$ cat config.mk
export PLATFORM = sky130hd
export DESIGN_NAME = jtframe_obj_sched_flat
export DESIGN_NICKNAME = d
export VERILOG_FILES = /design/src/rtl/jtframe_obj_pkg.sv /design/src/rtl/jtframe_obj_sched_if.sv /design/src/rtl/jtframe_obj_vmatch.sv /design/src/rtl/jtframe_obj_sched.sv /design/src/flat_wrapper.sv
export SDC_FILE = /design/constraint.sdc
export NUM_CORES = 1
export LEC_CHECK = 0
export CAP_MARGIN = 15
export CORE_ASPECT_RATIO = 0.7
export CORE_MARGIN = 2
export CORE_UTILIZATION = 59
export CTS_BUF_LIST = sky130_fd_sc_hd__clkbuf_4 sky130_fd_sc_hd__clkbuf_8 sky130_fd_sc_hd__clkbuf_16
export DETAILED_ROUTE_END_ITERATION = 7
export PLACE_DENSITY = 0.86
export SLEW_MARGIN = 40
export SYNTH_ARGS = -nofsm -noshare
export SYNTH_HDL_FRONTEND = slang
export SYNTH_HIERARCHICAL = 1
export SYNTH_SLANG_ARGS = --single-unit
$ cat constraint.sdc
create_clock -name clk -period 8.65 [get_ports clk]
set_input_delay 1.73 -clock clk [delete_from_list [all_inputs] [get_ports clk]]
set_output_delay 1.73 -clock clk [all_outputs]
set_load 0.01 [all_outputs]
$ cat src/rtl/jtframe_obj_pkg.sv
// Shared types and constants for the per-line object scheduler.
// Optional vertical flip on palette bit 7 is enabled by JTFRAME_OBJ_VFLIP_EN.
package jtframe_obj_pkg;

    typedef enum logic [2:0] {
        IDLE   = 3'd0,
        RD_ID  = 3'd1,
        RD_X   = 3'd2,
        RD_Y   = 3'd3,
        RD_PAL = 3'd4,
        ISSUE  = 3'd5,
        DONE   = 3'd6
    } obj_st_e;

    localparam logic [7:0] LUT_END = 8'hFF;
    localparam int         OBJ_H   = 16;

    localparam int ID  = 0;
    localparam int X   = 1;
    localparam int Y   = 2;
    localparam int PAL = 3;

endpackage

$ cat src/rtl/jtframe_obj_sched_if.sv
// LUT read port and draw-request handshake between scheduler and drawer.
// Plain bus bundle; the vertical-flip option (JTFRAME_OBJ_VFLIP_EN) does not change it.
interface jtframe_obj_sched_if #(
    parameter int AW = 12
);
    logic [AW-1:0] lut_addr;
    logic [7:0]    lut_data;
    logic          dr_valid;
    logic          dr_ready;
    logic [7:0]    dr_id;
    logic [7:0]    dr_x;
    logic [3:0]    dr_pal;
    logic [3:0]    dr_row;

    modport master (
        output lut_addr,
        input  lut_data,
        output dr_valid,
        input  dr_ready,
        output dr_id,
        output dr_x,
        output dr_pal,
        output dr_row
    );

    modport slave (
        input  lut_addr,
        output lut_data,
        input  dr_valid,
        output dr_ready,
        input  dr_id,
        input  dr_x,
        input  dr_pal,
        input  dr_row
    );
endinterface

$ cat src/rtl/jtframe_obj_vmatch.sv
// Vertical hit test: line offset from object top, visibility and row.
// Flip input is driven from palette bit 7 only with JTFRAME_OBJ_VFLIP_EN.
module jtframe_obj_vmatch
    import jtframe_obj_pkg::*;
#(
    parameter int VW = 11
) (
    input  logic [VW-1:0] vline_i,
    input  logic [7:0]    y_i,
    input  logic          flip_i,
    output logic          visible_o,
    output logic [3:0]    row_o
);
    logic [VW-1:0] base;
    logic [VW-1:0] diff;

    // modulo subtraction lets objects near the bottom wrap to line 0
    assign base      = VW'({y_i, 3'b000});
    assign diff      = vline_i - base;
    assign visible_o = diff < VW'(OBJ_H);
    assign row_o     = flip_i ? ~diff[3:0] : diff[3:0];

endmodule

$ cat src/rtl/jtframe_obj_sched.sv
// Per-line object scheduler: walks the object LUT on hb and feeds the drawer.
// Optional vertical flip on palette bit 7 with JTFRAME_OBJ_VFLIP_EN.
module jtframe_obj_sched
    import jtframe_obj_pkg::*;
#(
    parameter int VW      = 11,
    parameter int AW      = 12,
    parameter int ENTRIES = 256,
    parameter int MAXOBJ  = 16
) (
    input  logic                 clk,
    input  logic                 rst,
    input  logic                 hb,
    input  logic [VW-1:0]        vline,
    jtframe_obj_sched_if.master  bus,
    output logic                 line,
    output logic                 busy,
    output logic                 ovf,
    output logic                 late
);
    localparam int EW = $clog2(ENTRIES + 1);
    localparam int IW = $clog2(MAXOBJ + 1);

    obj_st_e       st_q, st_d;
    logic          ph_q, ph_d;
    logic          hb_q;
    logic [AW-1:0] addr_q, addr_d;
    logic [VW-1:0] vl_q, vl_d;
    logic [EW-1:0] ent_q, ent_d;
    logic [IW-1:0] iss_q, iss_d;
    logic [7:0]    id_q, id_d;
    logic [7:0]    x_q, x_d;
    logic [7:0]    y_q, y_d;
    logic [3:0]    pal_q, pal_d;
    logic [3:0]    row_q, row_d;
    logic          vld_q, vld_d;
    logic          line_q, line_d;
    logic          ovf_q, ovf_d;
    logic          late_q, late_d;
    logic          hb_rise, last, flip, vis;
    logic [3:0]    row;
    logic [7:0]    ysel;

    assign hb_rise = hb & ~hb_q;
    assign last    = ent_q == EW'(ENTRIES - 1);
    assign busy    = (st_q != IDLE) && (st_q != DONE);
    assign ysel    = (st_q == RD_Y) ? bus.lut_data : y_q;

`ifdef JTFRAME_OBJ_VFLIP_EN
    assign flip = bus.lut_data[7];
`else
    assign flip = 1'b0;
`endif

    jtframe_obj_vmatch #(.VW(VW)) u_vmatch (
        .vline_i   (vl_q),
        .y_i       (ysel),
        .flip_i    (flip),
        .visible_o (vis),
        .row_o     (row)
    );

    always_comb begin
        st_d   = st_q;
        ph_d   = ph_q;
        addr_d = addr_q;
        vl_d   = vl_q;
        ent_d  = ent_q;
        iss_d  = iss_q;
        id_d   = id_q;
        x_d    = x_q;
        y_d    = y_q;
        pal_d  = pal_q;
        row_d  = row_q;
        vld_d  = vld_q;
        line_d = line_q;
        ovf_d  = ovf_q;
        late_d = late_q;
        if (hb_rise) begin
            line_d = ~line_q;
            vl_d   = vline;
            ent_d  = '0;
            iss_d  = '0;
            late_d = busy;
            ovf_d  = 1'b0;
            vld_d  = 1'b0;
            st_d   = RD_ID;
            ph_d   = 1'b0;
            addr_d = '0;
        end else begin
            unique case (st_q)
                RD_ID, RD_X, RD_Y, RD_PAL: ph_d = ~ph_q;
                default: ;
            endcase
            unique case (st_q)
                RD_ID: if (ph_q) begin
                    id_d   = bus.lut_data;
                    addr_d = addr_q + 1'b1;
                    st_d   = (bus.lut_data == LUT_END) ? DONE : RD_X;
                end
                RD_X: if (ph_q) begin
                    x_d    = bus.lut_data;
                    addr_d = addr_q + 1'b1;
                    st_d   = RD_Y;
                end
                RD_Y: if (ph_q) begin
                    y_d = bus.lut_data;
                    if (vis) begin
                        addr_d = addr_q + 1'b1;
                        st_d   = RD_PAL;
                    end else begin
                        // address stays put once the entry budget is spent
                        addr_d = last ? addr_q : addr_q + AW'(PAL - Y + 1);
                        ent_d  = ent_q + 1'b1;
                        st_d   = last ? DONE : RD_ID;
                    end
                end
                RD_PAL: if (ph_q) begin
                    if (iss_q == IW'(MAXOBJ)) begin
                        addr_d = addr_q + 1'b1;
                        ovf_d  = 1'b1;
                        st_d   = DONE;
                    end else begin
                        addr_d = last ? addr_q : addr_q + 1'b1;
                        pal_d  = bus.lut_data[3:0];
                        row_d  = row;
                        vld_d  = 1'b1;
                        st_d   = ISSUE;
                    end
                end
                // the wait here doubles as address setup for the next id byte
                ISSUE: if (bus.dr_ready) begin
                    vld_d = 1'b0;
                    iss_d = iss_q + 1'b1;
                    ent_d = ent_q + 1'b1;
                    st_d  = last ? DONE : RD_ID;
                    ph_d  = 1'b1;
                end
                default: ;
            endcase
        end
    end

    always_ff @(posedge clk or posedge rst) begin
        if (rst) begin
            st_q   <= IDLE;
            ph_q   <= 1'b0;
            hb_q   <= 1'b0;
            addr_q <= '0;
            vl_q   <= '0;
            ent_q  <= '0;
            iss_q  <= '0;
            id_q   <= '0;
            x_q    <= '0;
            y_q    <= '0;
            pal_q  <= '0;
            row_q  <= '0;
            vld_q  <= 1'b0;
            line_q <= 1'b0;
            ovf_q  <= 1'b0;
            late_q <= 1'b0;
        end else begin
            st_q   <= st_d;
            ph_q   <= ph_d;
            hb_q   <= hb;
            addr_q <= addr_d;
            vl_q   <= vl_d;
            ent_q  <= ent_d;
            iss_q  <= iss_d;
            id_q   <= id_d;
            x_q    <= x_d;
            y_q    <= y_d;
            pal_q  <= pal_d;
            row_q  <= row_d;
            vld_q  <= vld_d;
            line_q <= line_d;
            ovf_q  <= ovf_d;
            late_q <= late_d;
        end
    end

    assign bus.lut_addr = addr_q;
    assign bus.dr_valid = vld_q;
    assign bus.dr_id    = id_q;
    assign bus.dr_x     = x_q;
    assign bus.dr_pal   = pal_q;
    assign bus.dr_row   = row_q;
    assign line         = line_q;
    assign ovf          = ovf_q;
    assign late         = late_q;

endmodule
$ cat src/flat_wrapper.sv
// flat-port wrapper written by rule: the top's interface ports become plain ports
module jtframe_obj_sched_flat import jtframe_obj_pkg::*;
#(
    parameter int VW      = 11,
    parameter int AW      = 12,
    parameter int ENTRIES = 256,
    parameter int MAXOBJ  = 16
)
  (clk, rst, hb, vline, line, busy, ovf, late, bus_lut_addr, bus_lut_data, bus_dr_valid, bus_dr_ready, bus_dr_id, bus_dr_x, bus_dr_pal, bus_dr_row);
  jtframe_obj_sched_if #(.AW(AW)) bus_i ();
  input  logic clk;
  input  logic rst;
  input  logic hb;
  input  logic [VW-1:0] vline;
  output logic line;
  output logic busy;
  output logic ovf;
  output logic late;
  output wire logic [$bits(bus_i.lut_addr)-1:0] bus_lut_addr;
  input wire logic [$bits(bus_i.lut_data)-1:0] bus_lut_data;
  output wire logic [$bits(bus_i.dr_valid)-1:0] bus_dr_valid;
  input wire logic [$bits(bus_i.dr_ready)-1:0] bus_dr_ready;
  output wire logic [$bits(bus_i.dr_id)-1:0] bus_dr_id;
  output wire logic [$bits(bus_i.dr_x)-1:0] bus_dr_x;
  output wire logic [$bits(bus_i.dr_pal)-1:0] bus_dr_pal;
  output wire logic [$bits(bus_i.dr_row)-1:0] bus_dr_row;
  assign bus_lut_addr = bus_i.lut_addr;
  assign bus_i.lut_data = bus_lut_data;
  assign bus_dr_valid = bus_i.dr_valid;
  assign bus_i.dr_ready = bus_dr_ready;
  assign bus_dr_id = bus_i.dr_id;
  assign bus_dr_x = bus_i.dr_x;
  assign bus_dr_pal = bus_i.dr_pal;
  assign bus_dr_row = bus_i.dr_row;
  jtframe_obj_sched #(.VW(VW), .AW(AW), .ENTRIES(ENTRIES), .MAXOBJ(MAXOBJ)) u_core (.clk(clk), .rst(rst), .hb(hb), .vline(vline), .bus(bus_i), .line(line), .busy(busy), .ovf(ovf), .late(late));
endmodule
==> flow_summary.json, run 1 <==
{
  "status": "finished clean",
  "grt_antenna_before_repair": 0,
  "hp-class": "flip-flop to flip-flop",
  "synthCells": 411,
  "r2r-start": "u_core/st_q[1]",
  "finalSetupTns_ns": 0,
  "cts_tree": "built",
  "post-route-period-util": 0.6645,
  "place_area_um2": 4926,
  "start_util": 0.6159,
  "cts_setup_buffers": 0,
  "use_met2": 0.3795,
  "multi_input_area_um2": 2138,
  "cts.htree.levels": 3,
  "reg2reg_to": "u_core/bus.lut_addr[9]",
  "cts_root_buf": "clkbuf_8",
  "fmax_ghz": 0.1740,
  "synth-edff-count": 0,
  "cts_sinks": 78,
  "synth_area_um2": 4219,
  "final_common_cell": "dfrtp_1",
  "diodes": 0,
  "grtUsageTotal": 0.2468,
  "worst_slew_pin_slew_ns": 0.8100,
  "overflow": 0,
  "grt_pass1_vias": 3103,
  "power_w": 0.001600,
  "min_from": "u_core/line",
  "finClkSkew_ns": 0.01303,
  "seqPwrFrac": 0.363,
  "ys_ff_latch": 78,
  "drive_gt1_frac": 0.1509,
  "finalSetupViolCount": 0,
  "ios": 64,
  "numCtsBuffers": 9,
  "core_area_um2": 6850,
  "fill_cells": 484,
  "clockBufferDepth": 2,
  "hold_viol": 0,
  "register_area_um2": 1952,
  "synth_ff_type": "dfrtp_1",
  "hpwl_mm": 6.051,
  "powerDensity_nw_per_um2": 311.6,
  "remaining_drc_errors": 0,
  "hold_depth": 1,
  "endpoint": "u_core/bus.lut_addr[9]",
  "grt_pass1_wl_mm": 15.19,
  "ys_warn_count": 6,
  "path_max_fanout": 14,
  "synth.yosys.seq_area_share": 0.4626,
  "num_vias": 3348,
  "avgSynthCellArea_um2": 10.27,
  "grt_max_degree": 79,
  "gp_congestion": 0.8318,
  "ctsHoldBuffers": 0,
  "reg2reg_depth": 14,
  "synthArstFlopShare": 1.000,
  "layout.nets": 511,
  "rows": 25,
  "first_pass_iters": 5,
  "die_height_um": 74.75,
  "gr-usage-met3": 0.06753,
  "leakagePower_nw": 2.202,
  "cp.arrival_ns": 6.04,
  "startpoint": "bus_lut_data[0]",
  "pwr-share-comb": 0.459,
  "cp.required_ns": 8.94,
  "busiest_layer": "met2",
  "maxSlewHeadroom": 0.4550,
  "routed_wl_mm": 9.148,
  "p_clk_frac": 0.179,
  "swShare": 0.3745,
  "worstSetupPathType": "input port to flip-flop",
  "period_minus_slack_ns": 5.748,
  "cap_violations": 0,
  "die_w_um": 105.1,
  "dieArea_um2": 7854,
  "syn_to_final_growth_pct": 21.71,
  "cts_resized": 0,
  "drt_iter0_markers": 249,
  "ff2ff_setup_slack_ns": 3.45,
  "worstSkewPairLatency_ns": 0.37,
  "design_area_um2": 5135,
  "grt_setup_unrepaired": "no",
  "layout_common_cells": "dfrtp_1 (78), nand2_1 (68), clkdlybuf4s50_1 (63)",
  "critPathCaptureType": "flip-flop",
  "report.final.slew_viol_count": 0,
  "drt-vias-per-instance": 5.863,
  "p_int_w": 0.001001,
  "io_buffers": 63,
  "wire_per_inst_um": 16.02,
  "netSwitchingPower_w": 0.0005991,
  "ant_nets": 0,
  "use_met1": 0.3493,
  "cp-start-kind": "input port",
  "clk_pin_slew_ns": 0.09,
  "vdd_drop_max_uv": 142.3,
  "synthDistinctLibCells": 57
}
-- synthesized netlist by cell type (4+ instances only) --
cell,count,area (um^2)
o21ai_0,14,70.07
nor2b_1,6,37.54
mux2_2,43,484.2
a211oi_1,8,60.06
inv_1,17,63.81
nand2b_1,12,75.07
nand3_1,11,55.05
mux2i_1,10,100.1
nand4_1,6,37.54
nor3_1,5,25.02
or3_1,5,31.28
ha_1,15,187.7
o31ai_1,4,30.03
clkbuf_1,11,41.29
xnor2_1,4,35.03
dfrtp_1,78,1952
nand2_1,68,255.2
xor2_1,8,70.07
buf_2,4,20.02
a21oi_1,19,95.09
nor2_1,12,45.04
-- power groups by stage --
stage	registers (W)	clock network, W	logic [W]
final	0.000580	0.000286	0.000734
after global routing	0.000597	0.000307	0.000802
after CTS	0.000578	0.000289	0.000727
after detailed placement	0.000583	0	0.000720
after global placement	0.000573	0	0.000693
after floorplan	0.000573	0	0.000485
-- logic make-up (layout without fill, tap and decap cells) --
logic type               count (synthesis)  count (layout)  share of synthesized area
buffers and inverters                   37             100                    0.03766
other                                    1               4                  0.0008888
flip-flops                              78              78                     0.4626
multiplexers                            53              53                     0.1385
AND/OR/NAND/NOR                        146             146                     0.1770
adder cells (fa/ha/maj)                 16              16                    0.04923
XOR/XNOR                                12              12                    0.02491
AO/OA/AOI/OAI                           68              68                     0.1091
-- worst min path at each step --
| stage | end | slack (ns) |
|---|---|---|
| finish | u_core/line | 0.49 |
| floorplan | u_core/vl_q[3] | 0.45 |
| detailed placement | u_core/line | 0.47 |
| global placement | u_core/ent_q[8] | 0.46 |
| global route | u_core/line | 0.51 |
| CTS | u_core/line | 0.49 |
-- per-stage QoR --
stage | utilization | setup WS, ns | instances | hold WS, ns
floorplan | - | 3.811 | 414 | 0.4457
global placement | 0.7165 | 2.831 | 554 | 0.4606
CTS | 0.7485 | 2.964 | 571 | 0.4879
global route | 0.7496 | 2.758 | 571 | 0.5113
finish | 0.7496 | 2.902 | 571 | 0.4885
detailed placement | 0.7191 | 2.622 | 555 | 0.4705
-- cell type report --
class                           instances  area share
Tap cell                               94     0.02290
Clock buffer                            9     0.02412
Multi-Input combinational cell        299      0.4164
Clock inverter                          7     0.01511
Timing Repair Buffer                   67      0.1289
Sequential cell                        78      0.3801
Inverter                               17     0.01243
-- state kept, by name (all words and copies together), names as in the netlist --
signal               count
u_core/bus.dr_id         8
u_core/bus.dr_pal        4
u_core/bus.dr_row        4
u_core/bus.dr_valid      1
u_core/bus.dr_x          8
u_core/bus.lut_addr     12
u_core/ent_q             9
u_core/hb_q              1
u_core/iss_q             5
u_core/late              1
u_core/line              1
u_core/ovf               1
u_core/ph_q              1
u_core/st_q              3
u_core/vl_q             11
u_core/y_q               8
-- critical path, cell delays in order --
cell,delay [ns]
clkdlybuf4s50_1,0.59
mux2_2,0.21
ha_1,0.14
inv_1,0.05
fa_1,0.40
a21o_1,0.19
a21oi_1,0.21
o311ai_1,0.13
nor4_1,0.73
and4b_1,0.28
or4b_4,0.59
a2111oi_1,0.54
mux2i_1,0.26
-- routing by layer --
layer | vias to the layer above | wire length (um)
li1 | 1578 | -
met1 | 1621 | 4335
met2 | 131 | 4028
met3 | 18 | 660
met4 | 0 | 123
met5 | - | 0
No activity file was read; power rests on OpenSTA's default activity.
==> run 2: changes to the inputs <==
CORE_UTILIZATION = 54   (was 59)
PLACE_DENSITY = 0.8   (was 0.86)
clock period = 5.38 ns   (was 8.65 ns; I/O delays follow)
==> run 2 against run 1 <==
Effect of this change:
- setup slack worse by 2.4 ns
- sequential power grew 60%
- largest power group unchanged
- critical endpoint is now u_core/bus.lut_addr[11]
- cell count grew 1.4%
==> flow_summary.json, run 2 (synthesis results as in run 1) <==
{
  "critPathSlowestCell": "dfrtp_1",
  "dieArea_um2": 8547,
  "die_w_um": 109.6,
  "remaining_drc_errors": 0,
  "cp-start-kind": "flip-flop",
  "hold_viol": 0,
  "report.final.slew_viol_count": 0,
  "grtUsageTotal": 0.2322,
  "drt-met1-wl_mm": 4.500,
  "numCtsBuffers": 9,
  "hold_ws_ns": 0.4831,
  "grt_pass1_wl_mm": 15.48,
  "cts_root_buf": "clkbuf_8",
  "diodes": 0,
  "period_minus_slack_ns": 4.844,
  "grt_setup_unrepaired": "no",
  "ios": 64,
  "overflow": 0,
  "cts_resized": 0,
  "cp.required_ns": 5.66,
  "r2r-start": "u_core/st_q[1]",
  "fill_cells": 573,
  "clockBufferDepth": 2,
  "powerDensity_nw_per_um2": 491.3,
  "ant_nets": 0,
  "path_max_fanout": 15,
  "maxSlewHeadroom": 0.4745,
  "cts_tree": "built",
  "syn_to_final_growth_pct": 21.98,
  "drt_iter0_markers": 171,
  "start_util": 0.5663,
  "routed_wl_mm": 9.240,
  "critPathCaptureType": "flip-flop",
  "status": "finished clean",
  "stdcell_count": 579,
  "routed.top_layer": "met4",
  "final_common_cell": "dfrtp_1",
  "multi_input_area_um2": 2131,
  "crit_chain": "nor2b_1 > nand2_1 > mux2_2 > ha_1 > inv_1 > fa_1 > xor2_1 > a211oi_1 > nand3_1 > nor4_1 > buf_4 > and4b_1 > or4b_4 > a2111oi_1 > mux2i_1",
  "die_height_um": 77.96,
  "worstSetupPathType": "flip-flop to flip-flop",
  "clk_pin_slew_ns": 0.09,
  "layout_common_cells": "dfrtp_1 (78), nand2_1 (68), clkdlybuf4s50_1 (63)",
  "ctsHoldBuffers": 0,
  "worst_slew_pin_slew_ns": 0.7777,
  "first_pass_iters": 4,
  "core_area_um2": 7450,
  "grt_max_degree": 46,
  "cts.htree.levels": 3,
  "reg2reg_depth": 15,
  "critical_path.max_stage_delay_ns": 0.63,
  "num_vias": 3308,
  "gp_congestion": 0.8366,
  "largest_reg_flops": 12,
  "register_area_um2": 1952,
  "cts_setup_buffers": 0,
  "finalSetupViolCount": 0,
  "finClkSkew_ns": 0.008900,
  "grt_antenna_before_repair": 0,
  "min_from": "u_core/ent_q[8]",
  "cap_violations": 0,
  "drt-vias-per-instance": 5.713,
  "cp.arrival_ns": 5.12,
  "leakagePower_nw": 2.211,
  "wl_met2_mm": 4.151,
  "cts_sinks": 78,
  "rows": 26,
  "finalSetupTns_ns": 0,
  "wire_per_inst_um": 15.96,
  "dr_wl_met3_um": 511,
  "startpoint": "u_core/st_q[1]",
  "hold_depth": 2,
  "drive_gt1_frac": 0.1580,
  "hpwl_mm": 6.518,
  "power_w": 0.002529,
  "worstSkewPairLatency_ns": 0.35,
  "grt_pass1_vias": 3117,
  "io_buffers": 63,
  "vdd_drop_max_uv": 273.9,
  "post-route-period-util": 0.9004,
  "hp-class": "flip-flop to flip-flop",
  "dp.cells": 563,
  "fmax_ghz": 0.2064,
  "layout.nets": 515
}
run 2: critical path: cells and delay by family (launching register included):
family | cells | cell delay (ns)
xor+xnor | 1 | 0.18
compound gates | 2 | 0.82
fa+ha+maj | 2 | 0.55
mux | 2 | 0.59
buf+inv | 2 | 0.24
flops | 1 | 0.63
simple gates | 6 | 1.77
run 2: per-layer routing:
layer | up-vias | track usage
li1 | 1590 | -
met1 | 1603 | 0.3381
met2 | 105 | 0.3500
met3 | 10 | 0.05966
met4 | 0 | 0.05063
met5 | - | 0
run 2: path summary, 6_finish.rpt:
| kind | endpoint | slack (ns) |
|---|---|---|
| worst max-delay path | u_core/bus.lut_addr[11] | 0.54 |
| worst min-delay path | u_core/ent_q[8] | 0.48 |
| worst max register to register | u_core/bus.lut_addr[11] | 0.54 |
| worst min register to register | u_core/ent_q[8] | 0.48 |
| max in group asynchronous | u_core/vl_q[3] | 3.39 |
| min in group asynchronous | u_core/bus.dr_id[1] | 1.13 |
run 2: where the power goes:
part           total [W]  switching, W  internal (W)  leakage (nW)
Clock           0.000421      0.000244      0.000177        0.0927
Combinational    0.00118      0.000551      0.000626          1.13
Sequential      0.000930      0.000165      0.000765         0.992
run 2: cell type report:
class | instances | share of cell area
multi-input combinational | 299 | 0.4141
sequential | 78 | 0.3793
timing repair buffer | 71 | 0.1337
clock buffer | 9 | 0.02407
tap | 98 | 0.02383
inverter | 17 | 0.01289
clock inverter | 7 | 0.01216
run 2: stage by stage:
stage / util / instance area (um^2) / setup WS (ns)
floorplan: - / 4230 / 1.005
global placement: 0.6636 / 4943 / 0.4842
detailed placement: 0.6658 / 4960 / 0.3712
CTS: 0.6908 / 5146 / 0.6192
global route: 0.6908 / 5146 / 0.1353
finish: 0.6908 / 5146 / 0.5358
==> run 3: changes to the inputs <==
CORE_ASPECT_RATIO = 2   (was 0.7)
MAX_ROUTING_LAYER = met4   (was default)
==> run 3 against run 2 <==
Effect of this change:
- sequential power down 0.6%
- power up 6.4%
- sequential share of layout area down 0.76 points
- die area up 0.37%
- cell area up 2.0%
- clock skew down 0.0036 ns
- global-route usage up 2.4 points
- via count up 2.7%
- count of clock-buffer cells in the layout up 2
==> flow_summary.json, run 3 (synthesis results as in run 1) <==
{
  "status": "finished clean",
  "final_core_util": 0.6909,
  "clockBufferDepth": 2,
  "hpwl_mm": 7.064,
  "maxSlewHeadroom": 0.5987,
  "cp.arrival_ns": 5.14,
  "diodes": 0,
  "critical_path.max_stage_delay_ns": 0.63,
  "layout_common_cells": "dfrtp_1 (78), nand2_1 (68), clkdlybuf4s50_1 (63)",
  "netSwitchingPower_w": 0.0009626,
  "vdd_drop_max_uv": 380.0,
  "clk_pin_slew_ns": 0.06,
  "start_util": 0.5551,
  "grt_pass1_vias": 3528,
  "die_w_um": 66.50,
  "die_height_um": 129.0,
  "p_int_w": 0.001728,
  "finalSetupViolCount": 0,
  "worstSetupPathType": "flip-flop to flip-flop",
  "wire_per_inst_um": 16.92,
  "powerDensity_nw_per_um2": 512.3,
  "drive_gt1_frac": 0.1615,
  "core_area_um2": 7601,
  "finClkSkew_ns": 0.005304,
  "report.final.slew_viol_count": 0,
  "rows": 45,
  "largest_reg_flops": 12,
  "cts_resized": 0,
  "final_common_cell": "dfrtp_1",
  "ctsHoldBuffers": 0,
  "power_w": 0.002690,
  "seqPwrFrac": 0.343,
  "period_minus_slack_ns": 4.880,
  "ant_nets": 0,
  "overflow": 0,
  "cp-start-kind": "flip-flop",
  "swShare": 0.3578,
  "remaining_drc_errors": 0,
  "post-route-period-util": 0.9070,
  "cts_sinks": 78,
  "routed_wl_mm": 9.764,
  "io_buffers": 63,
  "grt_max_degree": 42,
  "worstSkewPairLatency_ns": 0.34,
  "finalSetupTns_ns": 0,
  "crit_chain": "nor2b_1 > nand2_1 > mux2_2 > ha_1 > inv_1 > fa_1 > a21o_1 > a21oi_1 > o311ai_1 > nor4_1 > and4b_1 > or4b_4 > a2111oi_1 > mux2i_1",
  "p_clk_frac": 0.210,
  "r2r-start": "u_core/st_q[1]",
  "pwr-share-comb": 0.447,
  "cts_root_buf": "clkbuf_16",
  "cap_violations": 0,
  "critPathCaptureType": "flip-flop",
  "hp-class": "flip-flop to flip-flop",
  "cts_setup_buffers": 0,
  "path_max_fanout": 15,
  "min_from": "u_core/line",
  "grt_pass1_wl_mm": 16.02,
  "fill_cells": 595,
  "critPathSlowestCell": "dfrtp_1",
  "numCtsBuffers": 9,
  "grt_setup_unrepaired": "no",
  "cts.htree.levels": 3,
  "fmax_ghz": 0.2049,
  "cts_tree": "built",
  "ios": 64,
  "grtUsageTotal": 0.2557,
  "num_vias": 3396,
  "drt-vias-per-instance": 5.886,
  "startpoint": "u_core/st_q[1]",
  "syn_to_final_growth_pct": 24.47,
  "grt_antenna_before_repair": 0,
  "cp.required_ns": 5.64,
  "layout.nets": 517,
  "worst_slew_pin_slew_ns": 0.5994,
  "hold_viol": 0,
  "dieArea_um2": 8579,
  "first_pass_iters": 4,
  "leakagePower_nw": 2.267,
  "gp_congestion": 0.9136,
  "drt_iter0_markers": 171
}
[run 3: worst paths after layout]
| check | endpoint | slack (ns) | cells after the start |
|---|---|---|---|
| hold reg to reg | u_core/line | 0.47 | 1 |
| setup / recovery | u_core/bus.lut_addr[11] | 0.50 | 14 |
| max in group asynchronous | u_core/bus.lut_addr[3] | 3.39 | 3 |
| min in group asynchronous | u_core/bus.dr_id[0] | 1.12 | 2 |
| hold / removal | u_core/line | 0.47 | 1 |
| setup reg to reg | u_core/bus.lut_addr[11] | 0.50 | 14 |
[run 3: through the flow]
step | setup slack (ns) | cells | hold slack (ns) | cell area [um^2]
after floorplan | 1.005 | 414 | 0.4457 | 4230
after global placement | 0.6172 | 560 | 0.4601 | 4954
after detailed placement | 0.4496 | 561 | 0.4670 | 4970
after CTS | 0.5674 | 577 | 0.4791 | 5251
after global routing | 0.1697 | 577 | 0.4969 | 5251
final | 0.5003 | 577 | 0.4745 | 5251
[run 3: metal layers]
layer / global-route usage / wire (um) / up-vias
li1: - / - / 1601
met1: 0.2577 / 3524 / 1669
met2: 0.4447 / 5481 / 90
met3: 0.04371 / 271 / 36
met4: 0.1573 / 488 / 0
met5: - / 0 / -
[run 3: cell type report]
type | instances | area, um^2 | share of cell area
inverter | 17 | 66.31 | 0.01263
tap | 94 | 117.6 | 0.02240
sequential | 78 | 1952 | 0.3717
timing repair buffer | 73 | 703.2 | 0.1339
clock inverter | 5 | 35.03 | 0.006671
multi-input combinational | 299 | 2131 | 0.4058
clock buffer | 11 | 246.5 | 0.04694
[run 3: critical path, delay by kind of cell, from the launching register on]
| kind | cells | cell delay (ns) |
|---|---|---|
| adders and majority gates | 2 | 0.52 |
| and+or+nand+nor | 5 | 1.99 |
| buffers and inverters | 1 | 0.04 |
| DFF | 1 | 0.63 |
| AOI/OAI and AO/OA | 4 | 1.04 |
| muxes | 2 | 0.57 |
[run 3: power groups by stage]
stage,combinational [W],clock (W),sequential [W]
finish,0.00120,0.000565,0.000924
global route,0.00132,0.000602,0.000945
CTS,0.00121,0.000580,0.000921
detailed placement,0.00120,0,0.000929
global placement,0.00115,0,0.000916
floorplan,0.000780,0,0.000921
